===== src/rtl/fre_calc.sv =====
// Frequency calculator: converts captured gate counts {cntclk, cntsqu} into Hz
// as cntsqu * CLK_FREQ / cntclk using a 32-step restoring divider.
module fre_calc #(
    parameter logic [31:0] CLK_FREQ = 32'd100_000_000
) (
    input  logic        clk_in,
    input  logic        rst_n,
    input  logic [31:0] cntclk,
    input  logic [31:0] cntsqu,
    output logic [31:0] freq_hz,
    output logic        freq_valid,
    output logic        busy,
    output logic        div_zero,
    output logic        overflow
);

    localparam int unsigned W  = 32;
    localparam int unsigned CW = 5;

    localparam logic [1:0] IDLE = 2'd0;
    localparam logic [1:0] MUL  = 2'd1;
    localparam logic [1:0] DIV  = 2'd2;
    localparam logic [1:0] DONE = 2'd3;

    logic [1:0]      state, state_nxt;
    logic [W-1:0]    cap_clk, cap_clk_nxt;
    logic [W-1:0]    cap_squ, cap_squ_nxt;
    logic [2*W-1:0]  prod, prod_nxt;
    logic [W:0]      rem, rem_nxt;
    logic [W-1:0]    quot, quot_nxt;
    logic [CW-1:0]   cnt, cnt_nxt;
    logic            err_dz, err_dz_nxt;
    logic            err_ov, err_ov_nxt;
    logic [W-1:0]    freq_hz_nxt;
    logic            freq_valid_nxt, busy_nxt, div_zero_nxt, overflow_nxt;

    logic [2*W-1:0]  prod_c;
    logic            ge_c;
    logic [W:0]      rem_sub_c;

    assign prod_c = 64'(cap_squ) * 64'(CLK_FREQ);

    // Next-state and datapath update
    always_comb begin
        state_nxt      = state;
        cap_clk_nxt    = cap_clk;
        cap_squ_nxt    = cap_squ;
        prod_nxt       = prod;
        rem_nxt        = rem;
        quot_nxt       = quot;
        cnt_nxt        = cnt;
        err_dz_nxt     = err_dz;
        err_ov_nxt     = err_ov;
        freq_hz_nxt    = freq_hz;
        freq_valid_nxt = 1'b0;
        busy_nxt       = (state != IDLE);
        div_zero_nxt   = div_zero;
        overflow_nxt   = overflow;
        ge_c           = 1'b0;
        rem_sub_c      = rem;

        case (state)
            IDLE: begin
                // No upstream strobe: a changed pair is the start trigger
                if ({cntclk, cntsqu} != {cap_clk, cap_squ}) begin
                    cap_clk_nxt = cntclk;
                    cap_squ_nxt = cntsqu;
                    busy_nxt    = 1'b1;
                    state_nxt   = MUL;
                end
            end
            MUL: begin
                prod_nxt   = prod_c;
                rem_nxt    = {prod_c[2*W-1:W], prod_c[W-1]};
                quot_nxt   = '0;
                cnt_nxt    = '0;
                err_dz_nxt = (cap_clk == '0);
                err_ov_nxt = (cap_clk != '0) && (prod_c[2*W-1:W] >= cap_clk);
                state_nxt  = (err_dz_nxt || err_ov_nxt) ? DONE : DIV;
            end
            DIV: begin
                // rem holds the partial remainder with the next dividend bit already appended
                ge_c      = (rem >= {1'b0, cap_clk});
                rem_sub_c = ge_c ? (rem - {1'b0, cap_clk}) : rem;
                rem_nxt   = 33'({rem_sub_c, prod[W-2]});
                prod_nxt  = prod << 1;
                quot_nxt  = {quot[W-2:0], ge_c};
                cnt_nxt   = cnt + 5'd1;
                if (cnt == 5'd31) begin
                    state_nxt = DONE;
                end
            end
            DONE: begin
                freq_valid_nxt = 1'b1;
                freq_hz_nxt    = err_dz ? 32'h0 : (err_ov ? 32'hFFFF_FFFF : quot);
                div_zero_nxt   = err_dz;
                overflow_nxt   = err_ov;
                state_nxt      = IDLE;
            end
            default: begin
                state_nxt = IDLE;
            end
        endcase
    end

    always_ff @(posedge clk_in or negedge rst_n) begin
        if (!rst_n) begin
            state      <= IDLE;
            cap_clk    <= '0;
            cap_squ    <= '0;
            prod       <= '0;
            rem        <= '0;
            quot       <= '0;
            cnt        <= '0;
            err_dz     <= 1'b0;
            err_ov     <= 1'b0;
            freq_hz    <= '0;
            freq_valid <= 1'b0;
            busy       <= 1'b0;
            div_zero   <= 1'b0;
            overflow   <= 1'b0;
        end else begin
            state      <= state_nxt;
            cap_clk    <= cap_clk_nxt;
            cap_squ    <= cap_squ_nxt;
            prod       <= prod_nxt;
            rem        <= rem_nxt;
            quot       <= quot_nxt;
            cnt        <= cnt_nxt;
            err_dz     <= err_dz_nxt;
            err_ov     <= err_ov_nxt;
            freq_hz    <= freq_hz_nxt;
            freq_valid <= freq_valid_nxt;
            busy       <= busy_nxt;
            div_zero   <= div_zero_nxt;
            overflow   <= overflow_nxt;
        end
    end

endmodule


===== config.mk =====
export PLATFORM = sky130hd
export DESIGN_NAME = fre_calc
export DESIGN_NICKNAME = d
export VERILOG_FILES = /design/src/rtl/fre_calc.sv
export SDC_FILE = /design/constraint.sdc
export NUM_CORES = 1
export LEC_CHECK = 0
export ABC_CLOCK_PERIOD_IN_PS = 9800
export BUFFER_PORTS_ARGS = -buffer_cell sky130_fd_sc_hd__buf_2
export CAP_MARGIN = 20
export CORE_MARGIN = 5
export CORE_UTILIZATION = 42
export DETAILED_ROUTE_END_ITERATION = 6
export PLACE_DENSITY = 0.65
export SLEW_MARGIN = 20
export SYNTH_ARGS = -nofsm -noshare
export SYNTH_HDL_FRONTEND = slang
export SYNTH_SLANG_ARGS = --single-unit
export TNS_END_PERCENT = 50

===== constraint.sdc =====
create_clock -name clk_in -period 9.8 [get_ports clk_in]
set_clock_uncertainty 0.1 [all_clocks]
set_input_delay 0.98 -clock clk_in [delete_from_list [all_inputs] [get_ports clk_in]]
set_output_delay 0.98 -clock clk_in [all_outputs]
set_load 0.02 [all_outputs]

==> results.md, run 1 <==
* Result of the run: complete, no violations
* Final Hold Fails at 0
* Initial antenna violation count at 0
* Die height at between 200 and 250 um
* Drt pass-1 iters at 5
* Top-area cell type share of the netlist area at 24.28%
* Hold Path Stages at 2
* Worst-Skew Late Latency at approximately 0.5 ns
* Initial Utilization at 42.28%
* Row count at 87
* Number of global-route vias before repair at 18380
* Grt ovf at 0
* Crit share post-route at a little under nine tenths
* Die width at 247.8 um
* Simple-Gate Fraction of Synth Area at 7.582%
* Filler Cell Count at 5438
* Max FO, Critical Path at 9
* Mapped Area at 0.02375 mm2
* Ys Warns at 0
* GRT Total Usage at 21.92%
* Worst reg-to-reg setup slack at 1.40 ns
* Largest family of logic cells by synthesized area: adder cells
* CTS Sinks at 197
* IO buf count at roughly 100
* DR vias at 17520
* Routability cong. at 0.9498
* Fmax at between 100 and 150 MHz
* Htree depth at 4
* Buffer levels on the longest clock path at 2
* Slew headroom at 15.91%
* Share of layout cells above drive strength 1 at between 10% and 20%
* Crit path kind: register to register
* Cells after Synth at 2464
* NumNets Final at 3127
* CTS tree: done
* Clock root cell: clkbuf_16
* Critical path arrival at 8.63 ns
* Tightest Pin Transition at 1.250 ns
* Hold buffer count at CTS at 0
* RSZ-0062 raised after global routing: false
* Post-synth EDFFs at 0
* Clk slew on worst S/H paths at ~0.090 ns
* Largest net degree at the start of global routing at 90
* Nature of the critical path startpoint: register
* Fin Setup TNS at 0 ns
* CTS Buf Count at 17
* Maxcap violations at 0
* Syn_nets at 3083
* Slew Viols, Final at 0
* HP Class: register to register
* Synth area leader: fa_1
* Worst EP required at 10.04 ns
* Area grow syn2layout at 7.503%
* FF+latch count, synth at 197
* Resized cells post-CTS at 0
* Post-synthesis mux area share at 6.270%
* Seq/Total Area, Yosys at between 20% and 30%
* Ys flop type: dfrtp_1
* Endpoints failing setup at 0
* Post-detailed-route count of antenna-violating nets at 0
* Adder-cell share of the synthesized area at 38.24%
* # IOs at 102
* Diode count at 0
* Synthesized area per cell at 9.638 um2
* Crit path time final at 8.395 ns
* Number of DRC markers in iteration 0 at 1213
* Post-synthesis cell type count at 75
* Ys async rst share at 100.0%
* Top cells by area, synth: fa_1 24%, dfrtp_1 21%, ha_1 14%, inv_1 8.7%, mux2_2 4.8%
* DP HPWL at 53760 um
* Post-CTS setup buffer count at 0
* Routed len/inst at 19.77 um
* Crit end category: register
* Post-synthesis xor/xnor area fraction at between 4 and 5%
* Final WL at 64790 um
* First-pass GRT wire length at 104000 um
* Core area at between 0.05 and 0.06 mm2
* Compound-Gate Fraction of Synth Area at between 10 and 15%
* DRC at 0
* Die area at approximately 0.061 mm2
* Vias per Instance at 5.346
* R2R cell count at 26
-- placed cells by master (no fill, tap or decap), drive strengths merged, types with 17 or more instances in the layout --
| cell type | instances |
|---|---|
| inv | 557 |
| fa | 288 |
| ha | 265 |
| dfrtp | 197 |
| a21oi | 160 |
| buf | 108 |
| mux2 | 102 |
| xor2 | 96 |
| o21ai | 96 |
| nor2 | 83 |
| nand2 | 80 |
| nand3 | 61 |
| a21o | 58 |
| xnor2 | 38 |
| mux2i | 34 |
| nand4 | 25 |
| nor4 | 25 |
| clkbuf | 19 |
| nor3 | 18 |
| a31oi | 17 |
-- per-stage QoR --
step	area (um2)	instances	hold WS [ns]	util (%)	setup WS [ns]
6_report	25530	3277	0.4008	45.45	1.405
5_1_grt	25530	3277	0.4176	45.45	0.9822
4_1_cts	25530	3277	0.4002	45.45	1.471
3_5_place_dp	24940	3245	0.3781	44.41	1.500
3_3_place_gp	24940	3245	0.3731	44.41	1.682
2_1_floorplan	23750	2464	0.3505	-	2.603
-- per-layer routing --
| layer | global-route usage [%] | wire length (um) | vias to the layer above |
|---|---|---|---|
| met5 | 0 | 0 | - |
| met4 | 5.483 | 1226 | 0 |
| met3 | 4.103 | 3911 | 71 |
| met2 | 35.86 | 30670 | 430 |
| met1 | 30.25 | 28980 | 8870 |
| li1 | - | - | 8147 |
-- registers in the layout, indices dropped and copies added (netlist names) --
| name | count |
|---|---|
| cap_squ | 32 |
| freq_hz | 32 |
| rem | 33 |
| quot | 32 |
| err_ov | 1 |
| busy | 1 |
| overflow | 1 |
| state | 2 |
| err_dz | 1 |
| prod | 23 |
| cap_clk | 32 |
| freq_valid | 1 |
| div_zero | 1 |
| cnt | 5 |
-- final cells by class --
cell class / instances / area [um2] / area share (%)
multi-input cells: 1634 / 16430 / 64.37
well taps: 756 / 945.9 / 3.705
clock inverters: 14 / 155.1 / 0.6077
inverters: 549 / 2061 / 8.072
flip-flops and latches: 197 / 4931 / 19.31
clock buffers: 18 / 429.2 / 1.681
repair buffers: 109 / 574.3 / 2.250
-- critical path: stages (launching register included) --
cell and delay [ns]:
dfrtp_1 0.55, inv_1 0.20, fa_1 0.57, inv_1 0.05, fa_1 0.46, fa_1 0.54
fa_1 0.54, fa_1 0.55, inv_1 0.06, fa_1 0.57, inv_1 0.07, ha_1 0.44
nand2_1 0.11, or4_1 0.53, a21oi_1 0.29, o21ai_1 0.19, o211ai_1 0.46, a31oi_1 0.17
xnor2_1 0.21, ha_1 0.28, nor2b_1 0.14, o21ai_0 0.15, nand2b_1 0.09, a211oi_1 0.24
o21ai_0 0.13, o21ai_0 0.40, o22ai_1 0.15
-- worst paths after layout --
path | from | to
hold reg to reg | prod[30] | prod[30]
setup reg to reg | cap_squ[7] | err_ov
min in group asynchronous | rst_n | freq_hz[12]
hold / removal | prod[30] | prod[30]
max in group asynchronous | rst_n | cap_clk[22]
setup / recovery | cap_squ[7] | err_ov
-- kinds of logic (layout without fill, tap and decap cells) --
kind of cell    count (synthesis)  in the layout
compound gates                448            448
mux                           136            136
xor+xnor                      134            134
buf+inv                       633            690
fa+ha+maj                     553            553
simple gates                  363            363
flops                         197            197
-- synth_stat cells (13+ instances only) --
library cell  count
a21o_1           58
ha_1            265
clkbuf_1         58
nor2b_1          14
fa_1            288
nand4_1          25
o21a_1           16
mux2i_1          34
a211oi_1         13
xnor2_1          38
nor4_1           25
mux2_2          102
and3_1           16
nor3_1           18
o21ai_0          93
dfrtp_1         197
a31oi_1          15
nand2_1          79
a21oi_1         158
nand3_1          61
xor2_1           96
nand2b_1         13
nor2_1           83
inv_1           549
Power of run 1 is not shown: default switching activity piles up to over one toggle a cycle in this logic, so the estimate is an artifact.
==> run 2: changes to the inputs <==
--- a/config.mk
+++ b/config.mk
@@ -5,7 +5,7 @@
 export SDC_FILE = /design/constraint.sdc
 export NUM_CORES = 1
 export LEC_CHECK = 0
-export ABC_CLOCK_PERIOD_IN_PS = 9800
+export ABC_CLOCK_PERIOD_IN_PS = 8600
 export BUFFER_PORTS_ARGS = -buffer_cell sky130_fd_sc_hd__buf_2
 export CAP_MARGIN = 20
 export CORE_MARGIN = 5
==> constraint.sdc (replaced) <==
create_clock -name clk_in -period 8.6 [get_ports clk_in]
set_clock_uncertainty 0.1 [all_clocks]
set_input_delay 0.86 -clock clk_in [delete_from_list [all_inputs] [get_ports clk_in]]
set_output_delay 0.86 -clock clk_in [all_outputs]
set_load 0.02 [all_outputs]
==> run 2 against run 1 <==
Routed wire length is 0.10% lower. Global-route usage hardly changed. Highest routed layer unchanged. Fmax is 2.0% higher.
==> results.md, run 2 (same netlist as run 1, synthesis figures left out) <==
* Nature of the critical path startpoint: register
* DP HPWL at 53620 um (-0.25%)
* Row count at 87 (unchanged)
* Result of the run: complete, no violations
* Slew Viols, Final at 0 (unchanged)
* Final Hold Fails at 0 (unchanged)
* Worst reg-to-reg setup slack at 0.37 ns (-1.04 ns)
* Critical R2R Capture: err_ov
* DR vias at 17500 (-0.091%)
* # IOs at 102 (unchanged)
* Routed len/inst at 19.67 um (-0.50%)
* Tightest Pin Transition at 1.068 ns (-0.1817 ns)
* GRT Total Usage at 21.96% (+0.044 points)
* Diode count at 0 (unchanged)
* RSZ-0062 raised after global routing: false
* Most frequent cells in the layout: 549 x inv_1, 288 x fa_1, 263 x ha_1
* Die area at 0.06140 mm2 (unchanged)
* Fmax at 121.5 MHz (+2.0%)
* Initial antenna violation count at 0 (unchanged)
* Crit share post-route at 95.73% (+10 points)
* Slew headroom at 28.79% (+13 points)
* CTS Sinks at 197 (unchanged)
* Grt ovf at 0 (unchanged)
* CTS Buf Count at 17 (unchanged)
* Htree depth at 4 (unchanged)
* Critical path arrival at 8.47 ns (-0.16 ns)
* Critical R2R Launch: cap_squ[19]
* Final WL at 64720 um (-0.10%)
* Number of DRC markers in iteration 0 at 1214 (+0.082%)
* Clk slew on worst S/H paths at 0.10 ns (about the same)
* Commonest non-fill, non-tap cell in the layout: inv_1
* Core area at 0.05617 mm2 (unchanged)
* Max reg flops at 33 (unchanged)
* Vias per Instance at 5.320 (-0.49%)
* Worst EP required at 8.84 ns (-1.20 ns)
* Endpoints failing setup at 0 (unchanged)
* Die width at 247.8 um (unchanged)
* Largest net degree at the start of global routing at 86 (-4.4%)
* Area grow syn2layout at 8.098%
* Crit end category: register
* Hold buffer count at CTS at 0 (unchanged)
* Post-detailed-route count of antenna-violating nets at 0 (unchanged)
* Die height at 247.8 um (unchanged)
* CTS tree: done
* IO buf count at 101 (unchanged)
* Number of global-route vias before repair at 18580 (+1.0%)
* Crit path time final at 8.233 ns (-0.1622 ns)
* Largest register by flop count: rem
* Max incr delay on CP at 0.63 ns (+0.06 ns)
* R2R cell count at 27 (+3.8%)
* Clock root cell: clkbuf_16
* NumNets Final at 3140 (+0.42%)
* Worst-Skew Late Latency at 0.50 ns (about the same)
* Drt pass-1 iters at 5 (unchanged)
* Routability cong. at 0.9259 (-2.5%)
* Buffer levels on the longest clock path at 2 (unchanged)
* First-pass GRT wire length at 104500 um (+0.50%)
* Most frequent CP cell: fa_1
* Fin Setup TNS at 0 ns (unchanged)
* Share of layout cells above drive strength 1 at 11.01% (+0.66 points)
* Crit path kind: register to register
* Maxcap violations at 0 (unchanged)
* Slowest cell on the critical path: dfrtp_1
* DRC at 0 (unchanged)
* Initial Utilization at 42.28% (unchanged)
* HP Class: input pin to async pin
* Max FO, Critical Path at 8 (-1)
-- run 2: how the worst max path moves through the flow --
stage                            from     end  slack [ns]
after floorplan           cap_squ[13]  err_ov        1.40
after global placement    cap_squ[13]  err_ov        0.31
after detailed placement   cap_squ[7]  err_ov        0.20
after CTS                 cap_squ[13]  err_ov        0.14
after global routing      cap_squ[19]  err_ov        0.05
final                     cap_squ[19]  err_ov        0.37
-- run 2: cell type report --
class | instances | area (um2)
clock buffer | 17 | 425.4
tap | 756 | 945.9
inverter | 549 | 2061
clock inverter | 15 | 192.7
multi-input combinational | 1634 | 16440
timing repair buffer | 122 | 671.9
sequential | 197 | 4935
fill | 5438 | 30500
-- run 2: what timing repair did --
action                                 in CTS  in global routing
setup endpoints to repair                   0                  2
buffers inserted                            0                  2
endpoints found under the hold margin       0                  0
resized for setup                           0                  5
-- run 2: per-layer routing --
layer	wire, um	global-route usage (%)	share of wire [%]	vias to the layer above
met5	0	0	0	-
met4	1116	5.091	1.7	0
met3	3123	2.929	4.8	68
met2	30640	35.96	47	407
met1	29850	31.22	46	8845
li1	-	-	-	8182
-- run 2: stage by stage --
| stage | instances | setup WS [ns] | area, um2 | hold slack, ns | util [%] |
|---|---|---|---|---|---|
| 6_report | 3290 | 0.3670 | 25670 | 0.2802 | 45.70 |
| 5_1_grt | 3290 | 0.04631 | 25670 | 0.3512 | 45.70 |
| 4_1_cts | 3288 | 0.1434 | 25640 | 0.3078 | 45.66 |
| 3_5_place_dp | 3256 | 0.2001 | 25030 | 0.3927 | 44.56 |
| 3_3_place_gp | 3256 | 0.3110 | 25030 | 0.3728 | 44.56 |
| 2_1_floorplan | 2464 | 1.403 | 23750 | 0.3505 | - |
-- run 2: critical path: cells and delay by family, from the launching register on --
family,cells,cell delay [ns]
fa+ha+maj,8,3.90
compound gates,9,1.86
simple gates,4,0.89
flops,1,0.63
buf+inv,5,0.44
xor+xnor,1,0.26
Power of run 2 is left out for the same reason.
==> run 3: changes to the inputs <==
--- a/config.mk
+++ b/config.mk
@@ -9,9 +9,9 @@
 export BUFFER_PORTS_ARGS = -buffer_cell sky130_fd_sc_hd__buf_2
 export CAP_MARGIN = 20
 export CORE_MARGIN = 5
-export CORE_UTILIZATION = 42
+export CORE_UTILIZATION = 65
 export DETAILED_ROUTE_END_ITERATION = 6
-export PLACE_DENSITY = 0.65
+export PLACE_DENSITY = 0.9
 export SLEW_MARGIN = 20
 export SYNTH_ARGS = -nofsm -noshare
 export SYNTH_HDL_FRONTEND = slang
==> run 3 against run 2 <==
Via count rose by 4.8%. Worst hold slack improved by 0.11 ns. Utilization rose by 24 points. Sequential share of layout area rose by 0.25 points. Largest cell class unchanged.
==> results.md, run 3 (same netlist as run 1, synthesis figures left out) <==
* Share of layout cells above drive strength 1 at 10.78% (-0.23 points)
* Largest net degree at the start of global routing at 125 (+45%)
* First-pass GRT wire length at 105200 um (+0.65%)
* DP HPWL at 51820 um (-3.4%)
* Clk slew on worst S/H paths at 0.08 ns (-0.02 ns)
* Nature of the critical path startpoint: register
* Die area at 0.04046 mm2 (-34%)
* Endpoints failing setup at 0 (unchanged)
* Most frequent CP cell: fa_1
* # IOs at 102 (unchanged)
* Fmax at 121.3 MHz (-0.14%)
* Routed len/inst at 21.57 um (+9.7%)
* Vias per Instance at 6.110 (+15%)
* Final Hold Fails at 0 (unchanged)
* Crit share post-route at 95.87% (+0.14 points)
* Slew headroom at 24.70% (-4.1 points)
* Number of DRC markers in iteration 0 at 1724 (+42%)
* Result of the run: complete, no violations
* Slew Viols, Final at 0 (unchanged)
* Core area at 0.03635 mm2 (-35%)
* Initial Utilization at 65.34% (+23 points)
* Grt ovf at 0 (unchanged)
* Crit path kind: register to register
* Critical path arrival at 8.46 ns (about the same)
* CTS tree: done
* Die height at 201.1 um (-19%)
* Fin Setup TNS at 0 ns (unchanged)
* Area grow syn2layout at 6.649%
* WP buf/inv at 5 (unchanged)
* Max incr delay on CP at 0.57 ns (-0.06 ns)
* Tightest Pin Transition at 1.125 ns (+0.05725 ns)
* Final WL at 64740 um (about the same)
* Met1 Use GR at 40.74% (+9.5 points)
* RSZ-0062 raised after global routing: false
* Max FO, Critical Path at 8 (unchanged)
* Worst-Skew Late Latency at 0.48 ns (-0.02 ns)
* Crit path time final at 8.245 ns (+0.01164 ns)
* Routability cong. at 1.012 (+9.3%)
* NumNets Final at 3138 (-0.064%)
* Post-CTS setup buffer count at 0 (unchanged)
* CTS Sinks at 197 (unchanged)
* Initial antenna violation count at 3 (+3)
* GR peak layer: met2
* Htree depth at 4 (unchanged)
* Met3 Track Usage GR at 7.413% (+4.5 points)
* Max reg flops at 33 (unchanged)
* IO buf count at 101 (unchanged)
* Row count at 70 (-20%)
* CTS Buf Count at 17 (unchanged)
* Drt pass-1 iters at 6 (+1)
* Crit end category: register
* HP Class: register to register
* Global-route track usage on met2 at 55.75% (+20 points)
* Delay-heaviest family, CP: adder cells
* DR vias at 18340 (+4.8%)
* Filler Cell Count at 2650 (-51%)
* Number of global-route vias before repair at 19730 (+6.2%)
* Worst EP required at 8.82 ns (-0.02 ns)
* Commonest non-fill, non-tap cell in the layout: inv_1
* DRC at 0 (unchanged)
* Slowest cell on the critical path: dfrtp_1
* Most frequent cells in the layout: 549 x inv_1, 288 x fa_1, 263 x ha_1
* Maxcap violations at 0 (unchanged)
* Post-detailed-route count of antenna-violating nets at 0 (unchanged)
* Buffer levels on the longest clock path at 2 (unchanged)
* Largest register by flop count: rem
* Die width at 201.1 um (-19%)
* GRT Total Usage at 32.92% (+11 points)
* Clock root cell: clkbuf_16
## run 3: cell types whose count changed in the layout (fill, tap and decap cells not counted), moves of 3 or more
cell      previous run  this run
inv_12               3         0
clkbuf_8             1         4
dfrtp_2              4         1
dfrtp_1            193       196
buf_4               21        18
## run 3: worst paths after layout
path	start	endpoint	slack (ns)	depth (start not counted)
min in group asynchronous	rst_n	freq_hz[8]	0.43	1
max in group asynchronous	rst_n	cap_squ[22]	6.52	3
min	prod[30]	prod[30]	0.39	2
max reg2reg	cap_squ[19]	err_ov	0.36	27
min reg2reg	prod[30]	prod[30]	0.39	2
max	cap_squ[19]	err_ov	0.36	27
## run 3: tightest hold or removal path: cells and delay by family (launching register included)
| family | cells | cell delay [ns] |
|---|---|---|
| AO/OA/AOI/OAI | 2 | 0.11 |
| flip-flops | 1 | 0.34 |
## run 3: final cells by class
cell class	count	area, um2	share of cell area [%]
flip-flops and latches	197	4931	19.47
inverters	549	2061	8.137
repair buffers	120	669.4	2.643
clock buffers	20	466.7	1.843
multi-input cells	1634	16430	64.89
diodes	1	2.502	0.009880
clock inverters	12	177.7	0.7015
well taps	468	585.6	2.312
## run 3: routing by layer
| metal | up-vias | share of wire (%) | wire length (um) |
|---|---|---|---|
| met5 | - | 0.042 | 27 |
| met4 | 4 | 4.9 | 3202 |
| met3 | 219 | 8.0 | 5155 |
| met2 | 787 | 49 | 31860 |
| met1 | 9146 | 38 | 24500 |
| li1 | 8179 | - | - |
## run 3: what timing repair did
item,4_1_cts,5_1_grt
gates resized for setup,0,1
setup endpoints to repair,0,2
hold buffers,0,0
## run 3: stage by stage
stage	util, %	instance area [um2]	cells	setup WS [ns]	hold slack [ns]
after floorplan	-	23750	2464	1.403	0.3505
after global placement	67.84	24660	2967	0.5267	0.3731
after detailed placement	67.84	24660	2967	0.4157	0.3751
after CTS	69.61	25300	2999	0.3742	0.3926
after global routing	69.68	25330	3001	0.05677	0.4160
final	69.68	25330	3001	0.3554	0.3897
Power of run 3 is left out for the same reason.
